--- config.mk ---
export PLATFORM = sky130hd
export DESIGN_NAME = uart_tx_frame
export DESIGN_NICKNAME = d
export VERILOG_FILES = /design/src/rtl/uart_tx_frame.sv
export SDC_FILE = /design/constraint.sdc
export NUM_CORES = 1
export LEC_CHECK = 0
export CORE_MARGIN = 1
export CORE_UTILIZATION = 60
export CTS_BUF_LIST = sky130_fd_sc_hd__clkbuf_16
export DETAILED_ROUTE_END_ITERATION = 10
export GPL_ROUTABILITY_DRIVEN = 0
export MAX_ROUTING_LAYER = met4
export PLACE_DENSITY = 0.83
export SLEW_MARGIN = 5
export SYNTH_ARGS = -nofsm -noshare
export SYNTH_HDL_FRONTEND = slang
export SYNTH_SLANG_ARGS = --single-unit
--- constraint.sdc ---
create_clock -name clk -period 6 [get_ports clk]
set_input_delay 1.5 -clock clk [delete_from_list [all_inputs] [get_ports clk]]
set_output_delay 1.5 -clock clk [all_outputs]
set_load 0.02 [all_outputs]
--- src/rtl/uart_tx_frame.sv ---
// Parametrised UART transmitter with a valid/ready input and a one-word holding register.
// Optional parity slot is built only when UART_TX_PARITY_EN is defined.
module uart_tx_frame #(
    parameter int FREQ      = 50_000_000,
    parameter int RATE      = 115_200,
    parameter int DATA_BITS = 8,
    parameter int STOP_BITS = 1,
    parameter int PARITY    = 0
) (
    input  logic                 clk,
    input  logic                 rst_n,
    input  logic [DATA_BITS-1:0] i_data,
    input  logic                 i_valid,
    output logic                 o_ready,
    output logic                 o_busy,
    output logic                 o_tx
);

    localparam int P  = FREQ / RATE;
    localparam int CW = (P > 1) ? $clog2(P) : 1;
    localparam int BW = (DATA_BITS > 1) ? $clog2(DATA_BITS) : 1;
    localparam logic [CW-1:0] P_LAST    = CW'(P - 1);
    localparam logic [BW-1:0] BIT_LAST  = BW'(DATA_BITS - 1);
    localparam logic          STOP_LAST = 1'(STOP_BITS - 1);

    generate
        if (P < 2 || DATA_BITS < 5 || DATA_BITS > 9 || !(STOP_BITS == 1 || STOP_BITS == 2) ||
            PARITY < 0 || PARITY > 2) begin : g_bad_param
            $error("uart_tx_frame: illegal parameter combination");
        end
    endgenerate

    typedef enum logic [2:0] {
        S_IDLE,
        S_START,
        S_DATA,
`ifdef UART_TX_PARITY_EN
        S_PARITY,
`endif
        S_STOP
    } state_t;

    state_t               state;
    logic [CW-1:0]        baud_cnt;
    logic [BW-1:0]        bit_idx;
    logic                 stop_idx;
    logic [DATA_BITS-1:0] shifter;
    logic [DATA_BITS-1:0] hold_reg;
    logic                 hold_full;
    logic                 tx_q;
    logic                 busy_q;
`ifdef UART_TX_PARITY_EN
    localparam bit HAS_PAR = (PARITY != 0);
    logic par_bit;
`endif

    logic                 sym_end;
    logic                 frame_end;
    logic                 accept;
    logic                 load_hold;
    logic                 load_in;
    logic                 to_hold;
    logic [DATA_BITS-1:0] next_word;

    assign sym_end   = (baud_cnt == P_LAST);
    assign frame_end = (state == S_STOP) && sym_end && (stop_idx == STOP_LAST);
    assign accept    = i_valid && !hold_full;
    // A word arriving exactly as the last stop bit ends skips the holding register.
    assign load_hold = frame_end && hold_full;
    assign load_in   = accept && ((state == S_IDLE) || frame_end);
    assign to_hold   = accept && !((state == S_IDLE) || frame_end);
    assign next_word = load_hold ? hold_reg : i_data;

    always_ff @(posedge clk or negedge rst_n) begin
        if (!rst_n) begin
            state     <= S_IDLE;
            baud_cnt  <= '0;
            bit_idx   <= '0;
            stop_idx  <= 1'b0;
            shifter   <= '0;
            hold_reg  <= '0;
            hold_full <= 1'b0;
            tx_q      <= 1'b1;
            busy_q    <= 1'b0;
`ifdef UART_TX_PARITY_EN
            par_bit   <= 1'b0;
`endif
        end else begin
            if (to_hold) begin
                hold_reg  <= i_data;
                hold_full <= 1'b1;
            end
            if (load_hold || load_in) begin
                if (load_hold) hold_full <= 1'b0;
                shifter  <= next_word;
                state    <= S_START;
                tx_q     <= 1'b0;
                busy_q   <= 1'b1;
                baud_cnt <= '0;
                bit_idx  <= '0;
                stop_idx <= 1'b0;
`ifdef UART_TX_PARITY_EN
                par_bit  <= (^next_word) ^ (PARITY == 2);
`endif
            end else if (state != S_IDLE) begin
                if (!sym_end) begin
                    baud_cnt <= baud_cnt + 1'b1;
                end else begin
                    baud_cnt <= '0;
                    case (state)
                        S_START: begin
                            state   <= S_DATA;
                            tx_q    <= shifter[0];
                            shifter <= shifter >> 1;
                        end
                        S_DATA: begin
                            if (bit_idx == BIT_LAST) begin
                                bit_idx <= '0;
`ifdef UART_TX_PARITY_EN
                                if (HAS_PAR) begin
                                    state <= S_PARITY;
                                    tx_q  <= par_bit;
                                end else
`endif
                                begin
                                    state <= S_STOP;
                                    tx_q  <= 1'b1;
                                end
                            end else begin
                                bit_idx <= bit_idx + 1'b1;
                                tx_q    <= shifter[0];
                                shifter <= shifter >> 1;
                            end
                        end
`ifdef UART_TX_PARITY_EN
                        S_PARITY: begin
                            state <= S_STOP;
                            tx_q  <= 1'b1;
                        end
`endif
                        S_STOP: begin
                            if (stop_idx == STOP_LAST) begin
                                state  <= S_IDLE;
                                busy_q <= 1'b0;
                            end else begin
                                stop_idx <= stop_idx + 1'b1;
                            end
                        end
                        default: state <= S_IDLE;
                    endcase
                end
            end
        end
    end

    assign o_ready = !hold_full;
    assign o_busy  = busy_q;
    assign o_tx    = tx_q;

endmodule

# Word-level counts from Yosys, hierarchy flattened

Cells that the tools add are included.

Bitwise operators: 1
Multiplexer cells: 38
Add/subtract/negate cells: 3
Reductions and logical operators: 23
Equality and inequality tests: 9

Operators with widths:

| cell                  | number |
|---|---|
| $mux W8               | 5 |
| $mux W3               | 10 |
| $mux W9               | 3 |
| $mux W1               | 17 |
| $pmux W8 S2           | 1 |
| $reduce_and A4 Y1     | 3 |
| $add A9 B1 Y9 const B | 1 |
| $eq A9 B9 Y1 const B  | 1 |
| $pmux W3 S3           | 1 |
| $reduce_and A3 Y1     | 3 |
| $reduce_bool A2 Y1    | 4 |
| $eq A3 B2 Y1 const B  | 2 |
| $logic_and A1 B1 Y1   | 6 |
| $ne A3 B3 Y1 const B  | 2 |
| $reduce_bool A3 Y1    | 2 |
| $add A3 B1 Y3 const B | 1 |
| $eq A3 B1 Y1 const B  | 1 |
| $eq A3 B3 Y1 const B  | 1 |
| $logic_not A3 Y1      | 1 |
| $ne A3 B2 Y1 const B  | 1 |
| $logic_not A1 Y1      | 2 |
| $logic_or A1 B1 Y1    | 2 |
| $ne A2 B1 Y1 const B  | 1 |
| $pmux W1 S2           | 1 |
| 2 further kinds       | 2 |

Bits of input ports: 11
Output and inout bits: 3
Register bits: 35

# Depth between registers and ports, before layout

Gate-level depths: netlist (run 1).

Word-level depth: 9
Mapped depth: 10

# Worst setup path before layout (run 1)

No wires, ideal clock.

Path type: input-to-reg
Start: in i_valid
End: reg state[1]
Library setup time: 0.125 ns
Cell stages on the path: 6
Buffers on the path: 2
Arrival: 2.558 ns
Required time: 5.875 ns
Slack: 3.318 ns
Cell sequence: and3b_1 buf_2 a31o_2 buf_2 o31ai_1 mux2_2

Word-level cells in the longest chain between the ends: 5

Ends and longest elaborated chain:

| element                                              | RTL line | source |
|---|---|---|
| start, declared                                      | 13       | `input logic i_valid,` |
| $logic_and A1 B1 Y1 (*)                              | 67       | `assign accept = i_valid && !hold_full;` |
| $logic_and A1 B1 Y1 (*)                              | 70       | `assign load_in = accept && ((state == S_IDLE) \|\| frame_end);` |
| $logic_or A1 B1 Y1 (*)                               | 93       | `if (load_hold \|\| load_in) begin` |
| $ne A3 B3 Y1 (no line), or another cell as far along | --       |  |
| $reduce_and A4 Y1 (no line)                          | --       |  |
| end signal, assigned                                 | 76       | `state <= S_IDLE;` |
| end signal, assigned                                 | 96       | `state <= S_START;` |
| end signal, assigned                                 | 112      | `state <= S_DATA;` |
| end, declared                                        | 43       | `state_t state;` |

Mark *: on every way between the ends. The rest lies on a longest branch, timed or not.
A chain may end at the register's enable or synchronous reset.

# Worst setup path after layout (run 1)

Start: in i_valid
End: reg bit_idx[0]

Word-level cells in the longest chain between the ends: 5

Ends and longest elaborated chain:

| element                      | RTL line | source |
|---|---|---|
| $logic_and A1 B1 Y1 (*)      | 67       |  |
| $logic_and A1 B1 Y1 (*)      | 70       |  |
| $logic_or A1 B1 Y1 (*)       | 93       |  |
| $reduce_bool A2 Y1 (no line) | --       |  |
| $reduce_and A3 Y1 (no line)  | --       |  |
| end signal, assigned         | 130      | `bit_idx <= bit_idx + 1'b1;` |
| end, declared                | 45       | `logic [BW-1:0] bit_idx;` |

Marks and branches as above.

==> results.md, run 1 <==
- The share of layout cells above drive strength 1 is 14.29%.
- In this run the critical register-to-register path is captured at bit_idx[0].
- The number of global-route vias before repair is 1389.
- For the final routed database, the setup TNS stands at 0 ns.
- The clock passes through at most 2 buffers.
- The category of the critical setup timing path is in -> reg.
- The final period demand of the worst path is about 3.1 ns.
- The number of flip-flops in the largest register is 9.
- Combinational cells account for 7.3% of the total power.
- The run finished with clean final reports.
- The total number of vias is 1405.
- Counting the buffers created by CTS gives 5.
- The internal power is 419.9 uW.
- In the global route stage, overall resource usage came out at 26.45%.
- The die covers 3274 um^2.
- The fraction of synthesized cell area taken by the top area cell type is roughly 44%.
- For this block, the initial DRC count from the detailed router was between 60 and 70.
- The largest area contributor in the synthesized netlist is sky130_fd_sc_hd__dfrtp_1.
- The later pin in the worst-skew pair is clocked with a latency of 0.28 ns.
- The count of endpoints failing hold in the final timing report is 0.
- The final hold slack is 0.4949 ns.
- The maximum frequency from static timing analysis is 0.3178 GHz.
- In this run the cell area of the synthesized design comes to around 1800 um^2.
- The commonest register cell after synthesis is sky130_fd_sc_hd__dfrtp_1.
- The number of detailed-route iterations in the first pass is 4.
- In this run the remaining antenna-violating nets after routing total 0.
- The floorplan step defined a core boundary enclosing 2829 um^2.
- The worst setup path is launched from a primary input.
- The required arrival time at the worst endpoint is 6.16 ns.
- The initial antenna violation count is 0.
- After detailed routing, the number of vias per cell comes to 6.596.
- The post-synthesis instance total is ~170.
- The switching portion of total power is 21.68%.
- In this run the core area contains 19 standard-cell rows.
- The average wire per standard cell is 17.08 um.
- Synthesis inferred 33 register bits.
- Fill cells in the final layout number slightly below 200.
- The clock network power share is between 40% and 50%.
- The number of library cell types mapped by synthesis is 44.
- The number of hold-repair buffers added at the cts stage is 0.
- Counting cells, the worst reg-to-reg path comes to 6.
- For this run, the number of Yosys warnings is 0.
- Summing all multi-input logic gate instances after layout gives 920.9 um^2.
- For this run, design rule violations remaining after detail routing come to 0.
- The worst flop-to-flop path startpoint is state[0].
- For this block, the routed nets add up to 3.637 mm of wire.
- The net switching component of the power is 116.2 uW.
- After clock tree synthesis, the clock-pin slew on the worst setup and hold paths is 0.05 ns.
- The worst supply voltage drop on vdd is 0.3103 mV.
- The final number of setup-violating endpoints is 0.
- The clock sink count is 33.
- Across the run, the number of max-cap violations was 0.
- The fraction of power consumed by sequential logic is 47.3%.
- For the pin with the worst max-slew slack, the measured transition is 0.7952 ns.
- STA classifies the critical path endpoint as a flop.
- The tree is rooted in a sky130_fd_sc_hd__clkbuf_16.
- The H-tree was split into 2 levels.
- After clock tree synthesis, the setup repair step added 0 buffers.
- The reg-to-reg setup timing slack is roughly 3.7 ns.
- The power density relative to cell area is 253.4 nW/um^2.
- Setup repair after global routing left no endpoint under its margin.
- When the netlist entered floorplanning its net count stood at 186.
- The first global-routing pass estimated 6.354 mm of wire.
- Ranked by total cell area, the synthesized netlist is headed by sky130_fd_sc_hd__dfrtp_1 44%, sky130_fd_sc_hd__mux2_2 5.5%, sky130_fd_sc_hd__ha_1 5.5%, sky130_fd_sc_hd__mux2i_1 4.4%, sky130_fd_sc_hd__o221ai_1 3.4%.
- Registers take 827.0 um^2.
- From bottom edge to top edge, the die measures roughly 57 um.
- The count of instances resized after the clock tree is built is 0.
- TritonCTS built the clock tree.
- During I/O placement, the number of pins put on the boundary was 14.
- The remaining global-route overflow is 0.
- Of all nets on the critical path, the largest fanout is 17.
- The capture point of the critical path is bit_idx[0].
- Entering global routing, the biggest net connects 34 pins.
- Buffers placed on the I/O ports in this run total 13.
- After layout, the worst path uses a little over half of the clock period.
- The path class of the tightest hold or removal check is reg -> reg.
- Summing the sequential cell areas from Yosys gives 45.21% of the chip area.
- The proportion of synthesized flip-flops having asynchronous set or reset is between 90% and 100%.
- The half-perimeter wire length after detailed placement is 2.459 mm.
- Data arrives at the worst endpoint at roughly 3.3 ns.
- The source of the critical timing path is i_valid.
- The max-slew violation total from the final report came to 0.
- Compared with the post-synthesis result, the final layout area differs by 15.66%.
- Averaged over all synthesized cells, the footprint is 10.95 um^2.
- The normalized max-slew margin is between 40% and 50%.
- At the end of the flow, the number of nets in the layout was 200.
- The static leakage is 0.0009625 uW.
- Between clock sinks in the finished design, the worst skew comes to 0.003606 ns.
- From left edge to right edge, the die measures 57.22 um.
- 0 antenna diodes ended up in the layout.
- In this run, synthesis inferred 0 flip-flops with an integrated enable.
- The initial cell density of the core is 64.66%.
cell usage after synthesis (all sizes together), types with 3 or more instances:
library cell  number
nand3              5
nand4              7
o221ai             7
a21oi              8
nand2b             3
mux2i              8
nor2               5
mux2               9
nand2              6
ha                 8
o21ai              5
or3                6
dfrtp             32
o31ai              7
buf                6
inv               13
worst min-delay path by stage:
stage	start	to	slack [ns]	cells after the start
global placement	bit_idx[1]	bit_idx[1]	0.48	1
floorplan	bit_idx[1]	bit_idx[1]	0.47	1
finish	o_busy	o_busy	0.49	1
global route	o_busy	o_busy	0.51	1
CTS	o_busy	o_busy	0.50	1
detailed placement	o_busy	o_busy	0.49	1
power by group through the flow:
stage | clock (uW) | sequential (uW) | combinational [uW]
3_5_place_dp | 0 | 257 | 40.0
5_1_grt | 257 | 256 | 43.6
6_report | 243 | 254 | 39.3
4_1_cts | 247 | 254 | 40.4
2_1_floorplan | 0 | 254 | 23.5
3_3_place_gp | 0 | 256 | 38.3
cell families (layout without fill, tap and decap cells):
| logic type | count (synthesis) | count (layout) | share of synthesized area (%) |
|---|---|---|---|
| AO/OA/AOI/OAI | 44 | 44 | 18.95 |
| adder cells (fa/ha/maj) | 8 | 8 | 5.472 |
| buffers and inverters | 20 | 35 | 4.446 |
| flip-flops | 33 | 33 | 45.21 |
| multiplexers | 17 | 17 | 9.918 |
| AND/OR/NAND/NOR | 45 | 45 | 16.01 |
metal layers:
metal / vias up / part of all wire [%] / routed length, um / track usage (%)
met3: 8 / 3.7 / 133 / 6.122
met5: - / 0 / 0 / -
met2: 33 / 51 / 1842 / 43.70
li1: 670 / - / - / -
met1: 694 / 44 / 1614 / 33.18
met4: 0 / 1.3 / 47 / 6.272
cells in the final DEF, fill, tap and decap left out, types with 2 or more instances in the layout:
cell / count
sky130_fd_sc_hd__dfrtp_1: 32
sky130_fd_sc_hd__inv_1: 13
sky130_fd_sc_hd__clkdlybuf4s50_1: 13
sky130_fd_sc_hd__mux2_2: 9
sky130_fd_sc_hd__a21oi_1: 8
sky130_fd_sc_hd__mux2i_1: 8
sky130_fd_sc_hd__ha_1: 8
sky130_fd_sc_hd__o31ai_1: 7
sky130_fd_sc_hd__nand4_1: 7
sky130_fd_sc_hd__o221ai_1: 7
sky130_fd_sc_hd__nand2_1: 6
sky130_fd_sc_hd__or3_1: 6
sky130_fd_sc_hd__nor2_1: 5
sky130_fd_sc_hd__o21ai_0: 5
sky130_fd_sc_hd__nand3_1: 5
sky130_fd_sc_hd__clkbuf_16: 5
sky130_fd_sc_hd__nand2b_1: 3
sky130_fd_sc_hd__nor3_1: 2
sky130_fd_sc_hd__a31oi_1: 2
sky130_fd_sc_hd__a32o_1: 2
sky130_fd_sc_hd__a22o_1: 2
sky130_fd_sc_hd__or4_1: 2
sky130_fd_sc_hd__clkinv_2: 2
through the flow:
step	cells	setup slack, ns	utilization (%)	power [uW]	instance area [um^2]
floorplan	167	3.318	-	277.9	1829
global placement	205	2.668	69.75	294.1	1973
detailed placement	205	2.605	69.75	296.9	1973
CTS	213	2.883	74.79	540.7	2116
global route	213	2.661	74.79	556.3	2116
finish	213	2.853	74.79	536.1	2116
cell type report:
type	instances	share of cell area (%)
tap	31	1.833
inverter	13	2.306
clock buffer	5	5.914
timing repair buffer	14	6.505
sequential	33	39.09
clock inverter	3	0.8279
multi-input combinational	114	43.52
critical path, stage by stage:
cell                              delay [ns]
sky130_fd_sc_hd__clkdlybuf4s50_1        0.53
sky130_fd_sc_hd__and3b_1                0.38
sky130_fd_sc_hd__a31o_2                 0.40
sky130_fd_sc_hd__o31ai_1                0.21
sky130_fd_sc_hd__a22o_1                 0.29
Note: power is estimated with default switching activity, not from simulation.
==> run 2, diff against run 1 <==
--- a/config.mk
+++ b/config.mk
@@ -6,12 +6,12 @@
 export NUM_CORES = 1
 export LEC_CHECK = 0
 export CORE_MARGIN = 1
-export CORE_UTILIZATION = 60
+export CORE_UTILIZATION = 57
 export CTS_BUF_LIST = sky130_fd_sc_hd__clkbuf_16
 export DETAILED_ROUTE_END_ITERATION = 10
 export GPL_ROUTABILITY_DRIVEN = 0
 export MAX_ROUTING_LAYER = met4
-export PLACE_DENSITY = 0.83
+export PLACE_DENSITY = 0.79
 export SLEW_MARGIN = 5
 export SYNTH_ARGS = -nofsm -noshare
 export SYNTH_HDL_FRONTEND = slang
==> constraint.sdc (replaced) <==
create_clock -name clk -period 3.15 [get_ports clk]
set_input_delay 0.7875 -clock clk [delete_from_list [all_inputs] [get_ports clk]]
set_output_delay 0.7875 -clock clk [all_outputs]
set_load 0.02 [all_outputs]
==> results.md, run 2 (synthesized netlist as in run 1, its figures left out) <==
- The measured slew at the worst slew-check pin is 0.6507 ns (was 0.7952 ns).
- CP Cell Sequence: clkdlybuf4s50_1 -> o21ai_0 -> or3_1 -> a41oi_4 -> o221ai_1 (was clkdlybuf4s50_1 -> and3b_1 -> a31o_2 -> o31ai_1 -> a22o_1).
- The share of layout cells above drive strength 1 is 13.66% (was 14.29%).
- The initial DRC count is 43 (was 61).
- The most common cell after layout, fill and taps aside is sky130_fd_sc_hd__dfrtp_1 (unchanged).
- Status: complete, no violations (unchanged).
- The number of detailed-route iterations in the first pass was 4 (unchanged).
- The antenna diode count is 0 (unchanged).
- The total detailed-routing wirelength is 3.553 mm (was 3.637 mm).
- The buffering stage count on the worst path with inverters included is 1 (unchanged).
- The total number of vias is 1397 (was 1405).
- The kind of launch point of the worst setup path is a primary input (unchanged).
- The cell count along the critical path came to 5 (unchanged).
- The cell at the slowest stage of the critical path is sky130_fd_sc_hd__clkdlybuf4s50_1 (unchanged).
- The remaining global-route overflow is 0 (unchanged).
- The largest incremental delay on the critical path is 0.54 ns (was 0.53 ns).
- The fraction of power consumed by sequential logic is 47.9% (was 47.3%).
- The number of top-level pins is 14 (unchanged).
- The logic gate share of total power is 7.5% (was 7.3%).
- The signal arrival time at the worst endpoint came to 2.54 ns (was 3.31 ns).
- The net switching component of the power came to 213.2 uW (was 116.2 uW).
- The half-perimeter wire length after detailed placement is 2.484 mm (was 2.459 mm).
- The clock sink count is 33 (unchanged).
- The count of cells along the worst hold path is 1 (unchanged).
- The number of flip-flops in the largest register is 9 (unchanged).
- The required arrival time at the worst endpoint is 3.27 ns (was 6.16 ns).
- The class of the worst hold path is reg -> reg (unchanged).
- The final sum of negative setup slack is 0 ns (unchanged).
- The number of buffers between clock root and the deepest sink is 2 (unchanged).
- Dividing the final minimum period by the clock period gives 76.60%.
- The count of endpoints failing hold in the final timing report was 0 (unchanged).
- The max-slew violation total from the final report is 0 (unchanged).
- The x dimension of the die is 58.65 um (was 57.22 um).
- The internal power is 796.7 uW (was 419.9 uW).
- The worst flop-to-flop path startpoint is state[0] (unchanged).
- The layout-stage area growth over the synthesis result is 16.69% (was 15.66%).
- The number of global-route vias before repair came to 1378 (was 1389).
- The average wire per standard cell is 15.65 um (was 17.08 um).
- The antenna violation net count after detailed routing is 0 (unchanged).
- The source of the critical timing path was i_valid (unchanged).
- The pin count of the biggest net entering global routing is 34 (unchanged).
- The final period demand of the worst path is 2.413 ns.
- The wire length of the first global-routing pass is 6.058 mm (was 6.354 mm).
- The overall die area is 3440 um^2 (was 3274 um^2).
- The gate family responsible for the most delay along the worst path is compound AO/OA/AOI/OAI gates (unchanged).
- The number of setup buffers added after CTS is 0 (unchanged).
- The switching portion of total power is 21.11% (was 21.68%).
- Commonest cells after routing, fill and taps aside: 32 x sky130_fd_sc_hd__dfrtp_1, 13 x sky130_fd_sc_hd__inv_1, 13 x sky130_fd_sc_hd__clkdlybuf4s50_1 (unchanged).
- The depth of the worst register-to-register path is 6 (unchanged).
- The reg-to-reg setup timing slack is 0.90 ns (was 3.69 ns).
- The TritonCTS clock tree was done (unchanged).
- The count of instances resized after the clock tree is built is 0 (unchanged).
- The final layout net count is 201 (was 200).
- The static leakage was 0.0009669 uW (was 0.0009625 uW).
- The DRC violation count after routing was 0 (unchanged).
- The clock network power share is 44.6% (was 45.3%).
- The worst supply voltage drop on vdd was 0.4517 mV (was 0.3103 mV).
- The vertical die dimension is 58.65 um (was 57.22 um).
- The final number of setup-violating endpoints came to 0 (unchanged).
- The capture point of the critical path is shifter[6] (was bit_idx[0]).
- The end-of-flow core utilization was 69.92% (was 74.79%).
- The number of H-tree levels is 2 (unchanged).
- The number of fill cells in the layout was 225 (was 193).
- The via count normalized by instance count is 6.154 (was 6.596).
- The library cell used as clock root buffer is sky130_fd_sc_hd__clkbuf_16 (unchanged).
- The category of the critical setup timing path was in -> reg (unchanged).
- The row count is 20 (was 19).
- The maximum frequency from static timing analysis is 0.4144 GHz.
- The CTS buffer count is 5 (unchanged).
- The all-layer global routing usage is 24.60% (was 26.45%).
- The normalized max-slew margin is 56.28% (was 46.89%).
- The register clock-pin slew on the reported worst setup and hold paths is 0.05 ns (about the same).
- The largest fanout on the critical path is 10 (was 17).
- The endpoint of the lowest-slack register-to-register path is bit_idx[0] (unchanged).
- The initial cell density of the core is 59.92% (was 64.66%).
- The post-layout total power is 1010 uW (was 536.1 uW).
- The worst setup skew after layout is 0.003323 ns (was 0.003606 ns).
- The area of the core is 3053 um^2 (was 2829 um^2).
- The number of hold-repair buffers added at the cts stage came to 0 (unchanged).
- The power density relative to cell area came to 473.1 nW/um^2 (was 253.4 nW/um^2).
- The count of buffers from port buffering is 13 (unchanged).
- Setup repair after global routing missed its margin: false (unchanged).
- The insertion delay of the later-clocked pin in the worst-skew pair was 0.27 ns (was 0.28 ns).
- The max-cap violation count was 0 (unchanged).
- The element type at the critical path end is a flop (unchanged).
- The initial antenna violation count came to 0 (unchanged).
## run 2: worst min path at each step
| stage | slack [ns] | start | to |
|---|---|---|---|
| after floorplan | 0.47 | bit_idx[1] | bit_idx[1] |
| after global placement | 0.49 | bit_idx[1] | bit_idx[1] |
| after detailed placement | 0.49 | o_busy | o_busy |
| after CTS | 0.51 | hold_reg[4] | hold_reg[4] |
| after global routing | 0.51 | hold_reg[4] | hold_reg[4] |
| final | 0.50 | hold_reg[4] | hold_reg[4] |
## run 2: stage by stage
| step | instances | area [um^2] | hold WS (ns) | worst slack, ns |
|---|---|---|---|---|
| floorplan | 167 | 1829 | 0.4698 | 1.180 |
| global placement | 219 | 1997 | 0.4857 | 0.5749 |
| detailed placement | 219 | 1997 | 0.4919 | 0.4929 |
| CTS | 227 | 2135 | 0.5065 | 0.7636 |
| global route | 227 | 2135 | 0.5111 | 0.6255 |
| finish | 227 | 2135 | 0.5034 | 0.7370 |
## run 2: routing by layer
layer  routed length [um]  track usage [%]
met3                  155            7.253
met4                   69            10.54
met5                    0                -
met2                 1726            38.75
met1                 1602            29.52
## run 2: final cells by class
cell class / instances / area (um^2) / area share, %
sequential: 33 / 827.0 / 38.75
tap: 44 / 55.05 / 2.579
multi-input combinational: 114 / 920.9 / 43.14
timing repair buffer: 15 / 145.1 / 6.800
inverter: 13 / 48.80 / 2.286
clock buffer: 5 / 125.1 / 5.862
clock inverter: 3 / 12.51 / 0.5862
## run 2: power groups by stage
stage / clock network [uW] / logic [uW] / registers (uW)
3_3_place_gp: 0 / 74.1 / 487
6_report: 451 / 75.5 / 484
2_1_floorplan: 0 / 44.8 / 484
3_5_place_dp: 0 / 77.6 / 490
5_1_grt: 475 / 81.9 / 487
4_1_cts: 459 / 77.4 / 483
==> run 3, diff against run 2 <==
==> constraint.sdc (replaced) <==
create_clock -name clk -period 2.41 [get_ports clk]
set_input_delay 0.6025 -clock clk [delete_from_list [all_inputs] [get_ports clk]]
set_output_delay 0.6025 -clock clk [all_outputs]
set_load 0.02 [all_outputs]
==> results.md, run 3 (synthesized netlist as in run 1, its figures left out) <==
- The final non-filler cell total came to 232 (was 227).
- The summed area of non-filler cells in the final layout is 2177 um^2 (was 2135 um^2).
- The net switching component of the power was 291.8 uW (was 213.2 uW).
- The smallest setup slack after layout was 0.2128 ns (was 0.7370 ns).
- The signal arrival time at the worst endpoint came to 2.40 ns (was 2.54 ns).
- The number of H-tree levels is 2 (unchanged).
- The clock network power share is 45.4% (was 44.6%).
- The normalized max-slew margin is 50.63% (was 56.28%).
- The element type at the critical path end is a flop (unchanged).
- The x dimension of the die is 58.65 um (unchanged).
- The number of flip-flops in the largest register came to 9 (unchanged).
- The clock sink count is 33 (unchanged).
- The final number of setup-violating endpoints is 0 (unchanged).
- The post-place instance area is 2034 um^2 (was 1997 um^2).
- The half-perimeter wire length after detailed placement is 2.419 mm (was 2.484 mm).
- The worst setup skew after layout is 0.003698 ns (was 0.003323 ns).
- The via count normalized by instance count is 6.142 (was 6.154).
- The pin count of the biggest net entering global routing is 34 (unchanged).
- Commonest cells after routing, fill and taps aside: 32 x sky130_fd_sc_hd__dfrtp_1, 13 x sky130_fd_sc_hd__inv_1, 13 x sky130_fd_sc_hd__clkdlybuf4s50_1 (unchanged).
- The insertion delay of the later-clocked pin in the worst-skew pair was 0.28 ns (was 0.27 ns).
- The register clock-pin slew on the reported worst setup and hold paths came to 0.05 ns (about the same).
- The cell at the slowest stage of the critical path is sky130_fd_sc_hd__or4_1 (was sky130_fd_sc_hd__clkdlybuf4s50_1).
- The cell total after placement came to 224 (was 219).
- Status: complete, no violations (unchanged).
- The initial antenna violation count is 0 (unchanged).
- The number of hold-repair buffers added at the cts stage is 0 (unchanged).
- The row count is 20 (unchanged).
- The top routing layer in use was met4 (unchanged).
- The area of the core is 3053 um^2 (unchanged).
- The share of layout cells above drive strength 1 came to 17.02% (was 13.66%).
- The amount of wire on met3 after detailed routing is 122 um (was 155 um).
- The measured slew at the worst slew-check pin was 0.7349 ns (was 0.6507 ns).
- The layout-stage area growth over the synthesis result was 19.02% (was 16.69%).
- The count of endpoints failing hold in the final timing report is 0 (unchanged).
- The required arrival time at the worst endpoint is 2.61 ns (was 3.27 ns).
- The largest incremental delay on the critical path is 0.55 ns (was 0.54 ns).
- The library cell used as clock root buffer is sky130_fd_sc_hd__clkbuf_16 (unchanged).
- The count of buffers from port buffering came to 13 (unchanged).
- The total detailed-routing wirelength was 3.577 mm (was 3.553 mm).
- The maximum frequency from static timing analysis is 0.4551 GHz.
- The length of routed met2 wiring is 1.757 mm (was 1.726 mm).
- The switching portion of total power was 21.81% (was 21.11%).
- The largest fanout on the critical path is 13 (was 10).
- The detailed-routing wirelength on met1 was 1.636 mm (was 1.602 mm).
- The remaining global-route overflow came to 0 (unchanged).
- The DRC violation count after routing was 0 (unchanged).
- The antenna diode count is 0 (unchanged).
- The number of top-level pins is 14 (unchanged).
- The class of the worst hold path is reg -> reg (unchanged).
- The overall die area is 3440 um^2 (unchanged).
- The kind of launch point of the worst setup path is a flop (was primary input).
- After layout, the minimum clock period comes to ~2.2 ns.
- The CTS buffer count is 5 (unchanged).
- The internal power was 1046 uW (was 796.7 uW).
- The vertical die dimension was 58.65 um (unchanged).
- The worst supply voltage drop on vdd is 0.5296 mV (was 0.4517 mV).
- The final layout net count is 206 (was 201).
- The initial DRC count is 93 (was 43).
- The wire length of the first global-routing pass is 6.037 mm (was 6.058 mm).
- The end-of-flow core utilization is 71.31% (was 69.92%).
- The number of buffers between clock root and the deepest sink is 2 (unchanged).
- The logic gate share of total power is 7.3% (was 7.5%).
- The pre-CTS worst setup slack is 0.04031 ns (was 0.4929 ns).
- The max-slew violation total from the final report is 0 (unchanged).
- The category of the critical setup timing path is reg -> reg (was in -> reg).
- The all-layer global routing usage is 24.93% (was 24.60%).
- The final sum of negative setup slack came to 0 ns (unchanged).
- The number of setup buffers added after CTS is 0 (unchanged).
- The count of instances resized after the clock tree is built is 0 (unchanged).
- The number of detailed-route iterations in the first pass is 4 (unchanged).
- Setup repair after global routing missed its margin: false (unchanged).
- CP Cell Sequence: inv_1 -> ha_1 -> nand4b_2 -> o311a_1 -> or4_1 -> a21oi_1 (was clkdlybuf4s50_1 -> o21ai_0 -> or3_1 -> a41oi_4 -> o221ai_1).
- The total number of vias was 1425 (was 1397).
- The average wire per standard cell is 15.42 um (was 15.65 um).
- The antenna violation net count after detailed routing is 0 (unchanged).
- The fraction of power consumed by sequential logic is 47.3% (was 47.9%).
- The max-cap violation count is 0 (unchanged).
- The static leakage is 0.0009912 uW (was 0.0009669 uW).
- The initial cell density of the core came to 59.92% (unchanged).
- The most common cell after layout, fill and taps aside is sky130_fd_sc_hd__dfrtp_1 (unchanged).
- The TritonCTS clock tree is done (unchanged).
- The final cycle utilization of the critical path is 91.17%.
- The number of global-route vias before repair is 1354 (was 1378).
- The power density relative to cell area came to 614.6 nW/um^2 (was 473.1 nW/um^2).
==> run 3: cell count changes in the layout (fill, tap and decap cells not counted) <==
cell and change:
sky130_fd_sc_hd__clkinv_2 +1, sky130_fd_sc_hd__clkinv_1 -2, sky130_fd_sc_hd__clkinvlp_4 +1, sky130_fd_sc_hd__buf_4 +5
==> run 3: routing by layer <==
metal	up-vias	GRT usage (%)
met3	7	6.593
met2	26	38.42
met5	-	-
met4	0	10.20
li1	683	-
met1	709	31.36
==> run 3: worst max-delay path, delay by kind of cell (launching register included) <==
| family | cells | cell delay (ns) |
|---|---|---|
| AND/OR/NAND/NOR | 2 | 0.73 |
| AO/OA/AOI/OAI | 2 | 0.68 |
| flip-flops | 1 | 0.42 |
| adder cells (fa/ha/maj) | 1 | 0.19 |
| buffers and inverters | 1 | 0.10 |
==> run 3: final timing paths <==
kind / startpoint / endpoint / slack, ns / depth (start not counted)
min in group asynchronous: rst_n / o_busy / 0.72 / 2
max in group asynchronous: rst_n / o_tx / 1.36 / 2
setup / recovery: baud_cnt[1] / baud_cnt[8] / 0.21 / 6
hold reg to reg: o_busy / o_busy / 0.49 / 1
setup reg to reg: baud_cnt[1] / baud_cnt[8] / 0.21 / 6
hold / removal: o_busy / o_busy / 0.49 / 1
==> run 3: power groups by stage <==
stage	clock, uW	combinational [uW]	sequential (uW)
floorplan	0	58.6	633
global placement	0	96.7	637
detailed placement	0	100	641
CTS	619	100	632
global route	633	109	639
finish	608	97.8	632
==> run 3: cell type report <==
class / count / area [um^2]
clock buffers: 5 / 125.1
clock inverters: 3 / 17.52
fillers: 222 / 875.8
inverters: 13 / 48.80
multi-input cells: 114 / 920.9
flip-flops and latches: 33 / 827.0
well taps: 44 / 55.05
repair buffers: 20 / 182.7
==> run 3: stage by stage <==
stage,hold WS [ns],power [uW]
global placement,0.4805,733.6
global route,0.5104,1382
finish,0.4928,1338
floorplan,0.3069,691.8
CTS,0.5018,1352
detailed placement,0.4885,741.4
